## src/rtl/eval_sequencer.sv

```systemverilog
// Launches one board into the evaluator bank, gathers every eval_mg term
// and hands the signed total to the search core.
`ifndef BOARD_WIDTH
`define BOARD_WIDTH 64
`endif

module eval_sequencer #(
  parameter int NUM_EVAL   = 4,
  parameter int EVAL_WIDTH = 24,
  parameter int OUT_WIDTH  = EVAL_WIDTH + $clog2(NUM_EVAL),
  parameter int TIMEOUT    = 64
) (
  input  logic                           clk,
  input  logic                           reset,
  input  logic                           req_valid,
  output logic                           req_ready,
  input  logic [`BOARD_WIDTH-1:0]        board_in,
  input  logic [3:0]                     castle_mask_in,
  output logic [`BOARD_WIDTH-1:0]        board,
  output logic [3:0]                     castle_mask,
  output logic                           board_valid,
  output logic                           clear_eval,
  input  logic [NUM_EVAL-1:0]            eval_valid_in,
  input  logic [NUM_EVAL*EVAL_WIDTH-1:0] eval_mg_in,
  output logic                           result_valid,
  input  logic                           result_ready,
  output logic signed [OUT_WIDTH-1:0]    result,
  output logic                           timeout_err
);

  localparam int CW = $clog2(TIMEOUT + 1);
  localparam logic [CW-1:0] LAST = CW'(TIMEOUT - 1);

  typedef enum logic [2:0] {
    IDLE, LAUNCH, WAIT, SUM, PRESENT, CLEAR
  } state_t;

  state_t state, state_nx;

  logic [NUM_EVAL-1:0]          done;
  logic [NUM_EVAL-1:0]          hit;
  logic [NUM_EVAL-1:0]          done_nx;
  logic                         all_done;
  logic                         expired;
  logic [CW-1:0]                cnt;
  logic signed [EVAL_WIDTH-1:0] terms [NUM_EVAL];
  logic signed [OUT_WIDTH-1:0]  sum;

  // A term is taken only on the first valid seen for that evaluator.
  assign hit      = eval_valid_in & ~done;
  assign done_nx  = done | hit;
  assign all_done = &done_nx;
  assign expired  = (cnt == LAST);

  always_comb begin
    sum = '0;
    for (int i = 0; i < NUM_EVAL; i++) begin
      sum = sum + OUT_WIDTH'(terms[i]);
    end
  end

  always_ff @(posedge clk) begin
    if (!reset) begin
      state <= IDLE;
    end else begin
      state <= state_nx;
    end
  end

  always_comb begin
    state_nx     = state;
    req_ready    = 1'b0;
    board_valid  = 1'b0;
    result_valid = 1'b0;
    clear_eval   = 1'b0;
    unique case (state)
      IDLE: begin
        req_ready = reset;
        if (req_valid) state_nx = LAUNCH;
      end
      LAUNCH: begin
        board_valid = reset;
        state_nx    = WAIT;
      end
      WAIT: begin
        if (all_done || expired) state_nx = SUM;
      end
      SUM: begin
        state_nx = PRESENT;
      end
      PRESENT: begin
        result_valid = reset;
        if (result_ready) state_nx = CLEAR;
      end
      CLEAR: begin
        clear_eval = reset;
        state_nx   = IDLE;
      end
      default: state_nx = IDLE;
    endcase
  end

  always_ff @(posedge clk) begin
    if (!reset) begin
      board       <= '0;
      castle_mask <= '0;
      done        <= '0;
      cnt         <= '0;
      result      <= '0;
      timeout_err <= 1'b0;
      for (int i = 0; i < NUM_EVAL; i++) terms[i] <= '0;
    end else begin
      unique case (state)
        IDLE: begin
          if (req_valid) begin
            board       <= board_in;
            castle_mask <= castle_mask_in;
            done        <= '0;
            cnt         <= '0;
            for (int i = 0; i < NUM_EVAL; i++) terms[i] <= '0;
          end
        end
        WAIT: begin
          cnt  <= cnt + 1'b1;
          done <= done_nx;
          for (int i = 0; i < NUM_EVAL; i++) begin
            if (hit[i]) begin
              terms[i] <= eval_mg_in[i*EVAL_WIDTH +: EVAL_WIDTH];
            end
          end
          // Missing terms stay at zero and the sum goes ahead.
          if (!all_done && expired) timeout_err <= 1'b1;
        end
        SUM: begin
          result <= sum;
        end
        default: ;
      endcase
    end
  end

endmodule

```

## config.mk

```make
export PLATFORM = sky130hd
export DESIGN_NAME = eval_sequencer
export DESIGN_NICKNAME = d
export VERILOG_FILES = /design/src/rtl/eval_sequencer.sv
export SDC_FILE = /design/constraint.sdc
export NUM_CORES = 1
export LEC_CHECK = 0
export CORE_MARGIN = 2
export CORE_UTILIZATION = 45
export DETAILED_ROUTE_END_ITERATION = 10
export PLACE_DENSITY = 0.76
export SLEW_MARGIN = 5
export SYNTH_ARGS = -nofsm -noshare
export SYNTH_HDL_FRONTEND = slang
export SYNTH_SLANG_ARGS = --single-unit
```

## constraint.sdc

```tcl
create_clock -name clk -period 9.6 [get_ports clk]
set_input_delay 1.92 -clock clk [delete_from_list [all_inputs] [get_ports clk]]
set_output_delay 1.92 -clock clk [all_outputs]
set_load 0.1 [all_outputs]
```

# --- After elaboration in Yosys (flattened, before gate mapping) ---
# Memory sizes are Yosys's and may differ from the RTL's.
# Cells that the tools add are included.
word_totals:
  in_bits: 172
  register_bits: 109
  output_inout_bits: 99
  word_cells: 83
  mem_count: 1
  ram_bits: 96
memory_table:
  columns: ["name", "depth", "word_bits", "rd", "rd_clocked_by_memory_dff", "write_ports", "line", "rtl"]
  rows:
  - ["terms", 4, 24, 4, 0, 4, "46", "logic signed [EVAL_WIDTH-1:0] terms [NUM_EVAL];"]
op_classes:
  n_eq_ne: 9
  muxes: 41
  bitwise: 11
  n_addsub: 4
  n_reduce_logical: 10
op_table:
  columns: ["operator", "n"]
  rows:
  - ["$mux 24", 8]
  - ["$add 25x24->26", 1]
  - ["$add 26x24->26", 1]
  - ["$add 24x24->25", 1]
  - ["$mux 1", 25]
  - ["$pmux 3 s5", 1]
  - ["$pmux 7 s2", 1]
  - ["$mux 3", 3]
  - ["$or 1x1->1", 8]
  - ["$pmux 4 s2", 1]
  - ["$add 7x1->7 const B", 1]
  - ["$eq 7x6->1 const B", 1]
  - ["$mux 7", 1]
  - ["$eq 3x2->1 const B", 2]
  - ["$eq 3x3->1 const B", 2]
  - ["$ne 2x2->1 const B", 3]
  - ["$reduce_and 2->1", 3]
  - ["$and 4x4->4", 1]
  - ["$mux 4", 1]
  - ["$not 4->4", 1]
  - ["$or 4x4->4", 1]
  - ["$reduce_and 4->1", 1]
  - ["$eq 3x1->1 const B", 1]
  - ["$logic_not 3->1", 1]
  - ["5 further kinds", 5]

# --- Depth between registers and ports, before layout ---
depth:
  depth_word: 7
  depth_mapped: 12
  mapped_depth_nobuf: 12

# --- Worst setup path before layout ---
# Ideal clock, no wire load.
synth_timing:
  path_kind: "input to output"
  startpoint: "input port reset"
  endpoint: "output port board_valid"
  path_slack_ns: 2.081
  arrival_time_ns: 5.599
  path_stages: 4
  path_cell_list: "clkbuf_1 > clkbuf_1 > clkbuf_1 > nor4bb_1"
synth_between:
  elab_chain_cells: 1
synth_rtl:
  columns: ["item", "line", "rtl"]
  rows:
  - ["from (decl)", "14", "input logic reset,"]
  - ["$mux 1", "76", "unique case (state)"]
  - ["to (decl)", "21", "output logic board_valid,"]
# Every way passes these cells.

# --- Final worst setup path ---
# Same ends and word-level chain as after synthesis.

==> results_dict.tcl <==
set metrics [dict create \
    outcome "complete, no violations" \
    synth-edff-count 72 \
    reg2reg_to "result[25]" \
    grt_pass1_vias 8036 \
    timing.final.crit_period_ns 5.885 \
    timing.setup.critical_path_class "primary input to output port" \
    postCtsSetupRepairBufs 0 \
    worstSetupEndpointType "output port" \
    max_slew.worst_pin.slew_ns 1.229 \
    die_h_um 154.5 \
    pin_count_of_the_biggest_net_entering_global_routing 80 \
    synthesis.instances 995 \
    first_pass_iters 5 \
    hold_path.startpoint "result[0]" \
    p_leak_nw 5.553 \
    routedWlPerCell_um 17.31 \
    antenna_cells_inserted 0 \
    hold_path.class "flip-flop to flip-flop" \
    cp-start-kind "primary input" \
    cts-hold-fix-buffers 0 \
    mean_post_synth_cell_area_sq_um 10.24 \
    ctsResizeCount 0 \
    ir_drop_mv 0.1202 \
    initial_utilization 0.4543 \
    dr.first_iter.drc_count 566 \
    nNetsFinal 1492 \
    finalSetupViolations 0 \
    share_of_layout_cells_above_drive_strength_1 0.05309 \
    worstHoldEndpoint "result[0]" \
    timing.slew.headroom 0.1795 \
    vias 8091 \
    fp.coreArea_sq_um 22430 \
    timing.critical_path.fanout_max 35 \
    worst_setup_path_startpoint "reset" \
    global_route.usage.total 0.2205 \
    pre_cts_ws_ns 3.678 \
    cts_tree "done" \
    detailedPlacementHpwl_um 19350 \
    sinks_on_the_clock_net 205 \
    syn-num-nets 1242 \
    port-buffer-count 270 \
    route.final.wire_length_um 26780 \
    cp.required_ns 7.68 \
    clock_tree.root_cell "sky130_fd_sc_hd__clkbuf_16" \
    synth_seq_area_share 0.4734 \
    unrepaired_setup_endpoints_after_global_routing "false" \
    final_hold_viol_count 0 \
    post_layout_total_power_mw 3.754 \
    path_clk_slew_ns 0.06 \
    clk-insertion-delay-late_ns 0.52 \
    fp.dieArea_sq_um 23870 \
    yosysWarnings 0 \
    wp_data_arrival_ns 3.96 \
    netlist-cell-type-count 68 \
    floorplan.rows 55 \
    synth_area_sq_um 10190 \
    dominantRegCellSynth "sky130_fd_sc_hd__dfxtp_1" \
    timing.setup.tns_ns 0 \
    layout_setup_ws_ns 3.715 \
    clk_path_buf_depth 3 \
    synth_register_bits 205 \
    gp_congestion 0.9031 \
    via_per_inst 5.230 \
    timing.reg2reg.setup_slack_ns 5.76 \
    power-per-cell-area_nw_per_um2 270.0 \
    htreeDepth 1 \
    final_min_period_over_clock_period 0.6130 \
    drt.antenna.violating_nets 0 \
    number_of_antenna_violations_at_the_first_check_in_global_routing 0 \
    worst_clock_skew_ns 0.01334 \
    holdPathStages 2 \
    slew_viol_final 0 \
    design.portCount 271 \
    grt_pass1_wl_um 41960 \
    cts_made_buffers 24 \
    die_w_um 154.5 \
    synth-async-reset-ratio 0 \
    max_freq_ghz 0.1699 \
    syn2layout_area_growth_pct 36.40 \
    timing.rr.start "terms[3][1]" \
    timing.max_cap.violations 0 \
    worst_r2r_path_depth 12 \
    globalRoute.totalOverflow 0 \
    drc_violation_count_after_routing 0 \
]
## cell usage after synthesis (3+ instances only)
cell type,count,area share
sky130_fd_sc_hd__a22o_1,68,0.058
sky130_fd_sc_hd__nand2_1,72,0.027
sky130_fd_sc_hd__and2_2,3,0.0022
sky130_fd_sc_hd__nor3_1,8,0.0039
sky130_fd_sc_hd__fa_1,49,0.096
sky130_fd_sc_hd__nor2_1,17,0.0063
sky130_fd_sc_hd__xor2_1,5,0.0043
sky130_fd_sc_hd__dfxtp_1,133,0.26
sky130_fd_sc_hd__o211ai_1,7,0.0052
sky130_fd_sc_hd__inv_1,142,0.052
sky130_fd_sc_hd__clkbuf_8,5,0.0068
sky130_fd_sc_hd__nand4_1,15,0.0092
sky130_fd_sc_hd__and3_1,7,0.0043
sky130_fd_sc_hd__o21ai_0,29,0.014
sky130_fd_sc_hd__a211oi_1,3,0.0022
sky130_fd_sc_hd__a21o_1,8,0.0059
sky130_fd_sc_hd__clkbuf_1,29,0.011
sky130_fd_sc_hd__nor2b_1,4,0.0025
sky130_fd_sc_hd__buf_1,4,0.0015
sky130_fd_sc_hd__xnor2_1,6,0.0052
sky130_fd_sc_hd__a31oi_1,4,0.0025
sky130_fd_sc_hd__o21a_1,9,0.0066
sky130_fd_sc_hd__buf_2,12,0.0059
sky130_fd_sc_hd__ha_1,26,0.032
sky130_fd_sc_hd__nand3b_1,4,0.0029
sky130_fd_sc_hd__o31ai_1,4,0.0029
sky130_fd_sc_hd__o21bai_1,3,0.0022
sky130_fd_sc_hd__a21boi_0,6,0.0044
sky130_fd_sc_hd__and2_1,85,0.052
sky130_fd_sc_hd__buf_6,3,0.0033
sky130_fd_sc_hd__edfxtp_1,72,0.21
sky130_fd_sc_hd__or3_1,4,0.0025
sky130_fd_sc_hd__a21oi_1,57,0.028
sky130_fd_sc_hd__nand3_1,44,0.022
## kinds of logic (layout without fill, tap and decap cells)
family | after synthesis | count (layout) | synth area share
AO/OA/AOI/OAI | 224 | 224 | 0.1563
XOR/XNOR | 11 | 11 | 0.009452
adder cells (fa/ha/maj) | 75 | 75 | 0.1282
buffers and inverters | 199 | 466 | 0.08335
flip-flops | 205 | 205 | 0.4734
multiplexers | 2 | 2 | 0.001964
AND/OR/NAND/NOR | 279 | 279 | 0.1474
## placed cells by master, fill, tap and decap left out, types with 3 or more instances in the layout
cell	n
sky130_fd_sc_hd__xnor2_1	6
sky130_fd_sc_hd__o31ai_1	4
sky130_fd_sc_hd__dfxtp_1	133
sky130_fd_sc_hd__nand2_1	72
sky130_fd_sc_hd__a21o_1	8
sky130_fd_sc_hd__and2_2	4
sky130_fd_sc_hd__clkdlybuf4s50_1	269
sky130_fd_sc_hd__ha_1	26
sky130_fd_sc_hd__buf_4	11
sky130_fd_sc_hd__and2_1	84
sky130_fd_sc_hd__o21a_1	9
sky130_fd_sc_hd__fa_1	49
sky130_fd_sc_hd__nor2_1	16
sky130_fd_sc_hd__a211oi_1	3
sky130_fd_sc_hd__nand4_1	15
sky130_fd_sc_hd__nand3_1	44
sky130_fd_sc_hd__nor2b_1	4
sky130_fd_sc_hd__o211ai_1	7
sky130_fd_sc_hd__xor2_1	5
sky130_fd_sc_hd__clkbuf_1	4
sky130_fd_sc_hd__clkinv_1	3
sky130_fd_sc_hd__nand3b_1	4
sky130_fd_sc_hd__clkbuf_8	4
sky130_fd_sc_hd__inv_1	142
sky130_fd_sc_hd__o21ai_0	26
sky130_fd_sc_hd__bufinv_16	5
sky130_fd_sc_hd__edfxtp_1	72
sky130_fd_sc_hd__o21ai_2	5
sky130_fd_sc_hd__clkbuf_16	25
sky130_fd_sc_hd__or3_1	4
sky130_fd_sc_hd__a21oi_1	57
sky130_fd_sc_hd__nor3_1	8
sky130_fd_sc_hd__a21boi_0	6
sky130_fd_sc_hd__a31oi_1	4
sky130_fd_sc_hd__and3_1	6
sky130_fd_sc_hd__a22o_1	68
sky130_fd_sc_hd__o21bai_1	3
## critical path: stages
cell and delay (ns):
sky130_fd_sc_hd__buf_2 0.47, sky130_fd_sc_hd__nor4bb_1 0.38, sky130_fd_sc_hd__clkdlybuf4s50_1 1.19
## worst max-delay path by stage
stage	end	cells past startpoint
6_report	board_valid	3
5_1_grt	board_valid	3
4_1_cts	board_valid	3
3_5_place_dp	board_valid	3
3_3_place_gp	board_valid	3
2_1_floorplan	board_valid	4
## layout make-up
class | instances | area [sq um]
fillers | 1826 | 8532
flip-flops and latches | 205 | 4825
multi-input cells | 591 | 4534
repair buffers | 281 | 2780
clock buffers | 33 | 695.7
inverters | 142 | 533.0
well taps | 285 | 356.6
clock inverters | 10 | 177.7
## sequential cells by signal, summed over array words and instances, names as in the netlist
signal       count
cnt              7
state            3
board           64
result          26
castle_mask      4
timeout_err      1
done             4
terms           96
## power breakdown
group	leakage (nW)	total (mW)	switching (mW)	internal, mW
Clock	0.427	1.00	0.363	0.640
Combinational	3.26	1.65	1.12	0.523
Sequential	1.86	1.11	0.0644	1.04
## stage by stage
stage | utilization | std cells | area, sq um | hold WS (ns)
after global routing | 0.6197 | 1547 | 13900 | 0.4868
after floorplan | - | 995 | 10190 | 0.4445
after CTS | 0.6197 | 1547 | 13900 | 0.4641
after detailed placement | 0.5808 | 1504 | 13030 | 0.4564
final | 0.6197 | 1547 | 13900 | 0.4623
after global placement | 0.5808 | 1504 | 13030 | 0.4427
## routing by layer
layer / track usage / up-vias / part of all wire
li1: - / 3892 / -
met1: 0.2889 / 3862 / 0.43
met2: 0.3765 / 280 / 0.49
met3: 0.03110 / 57 / 0.052
met4: 0.07628 / 0 / 0.030
met5: 0 / - / 0
(Power assumes the default switching activity.)
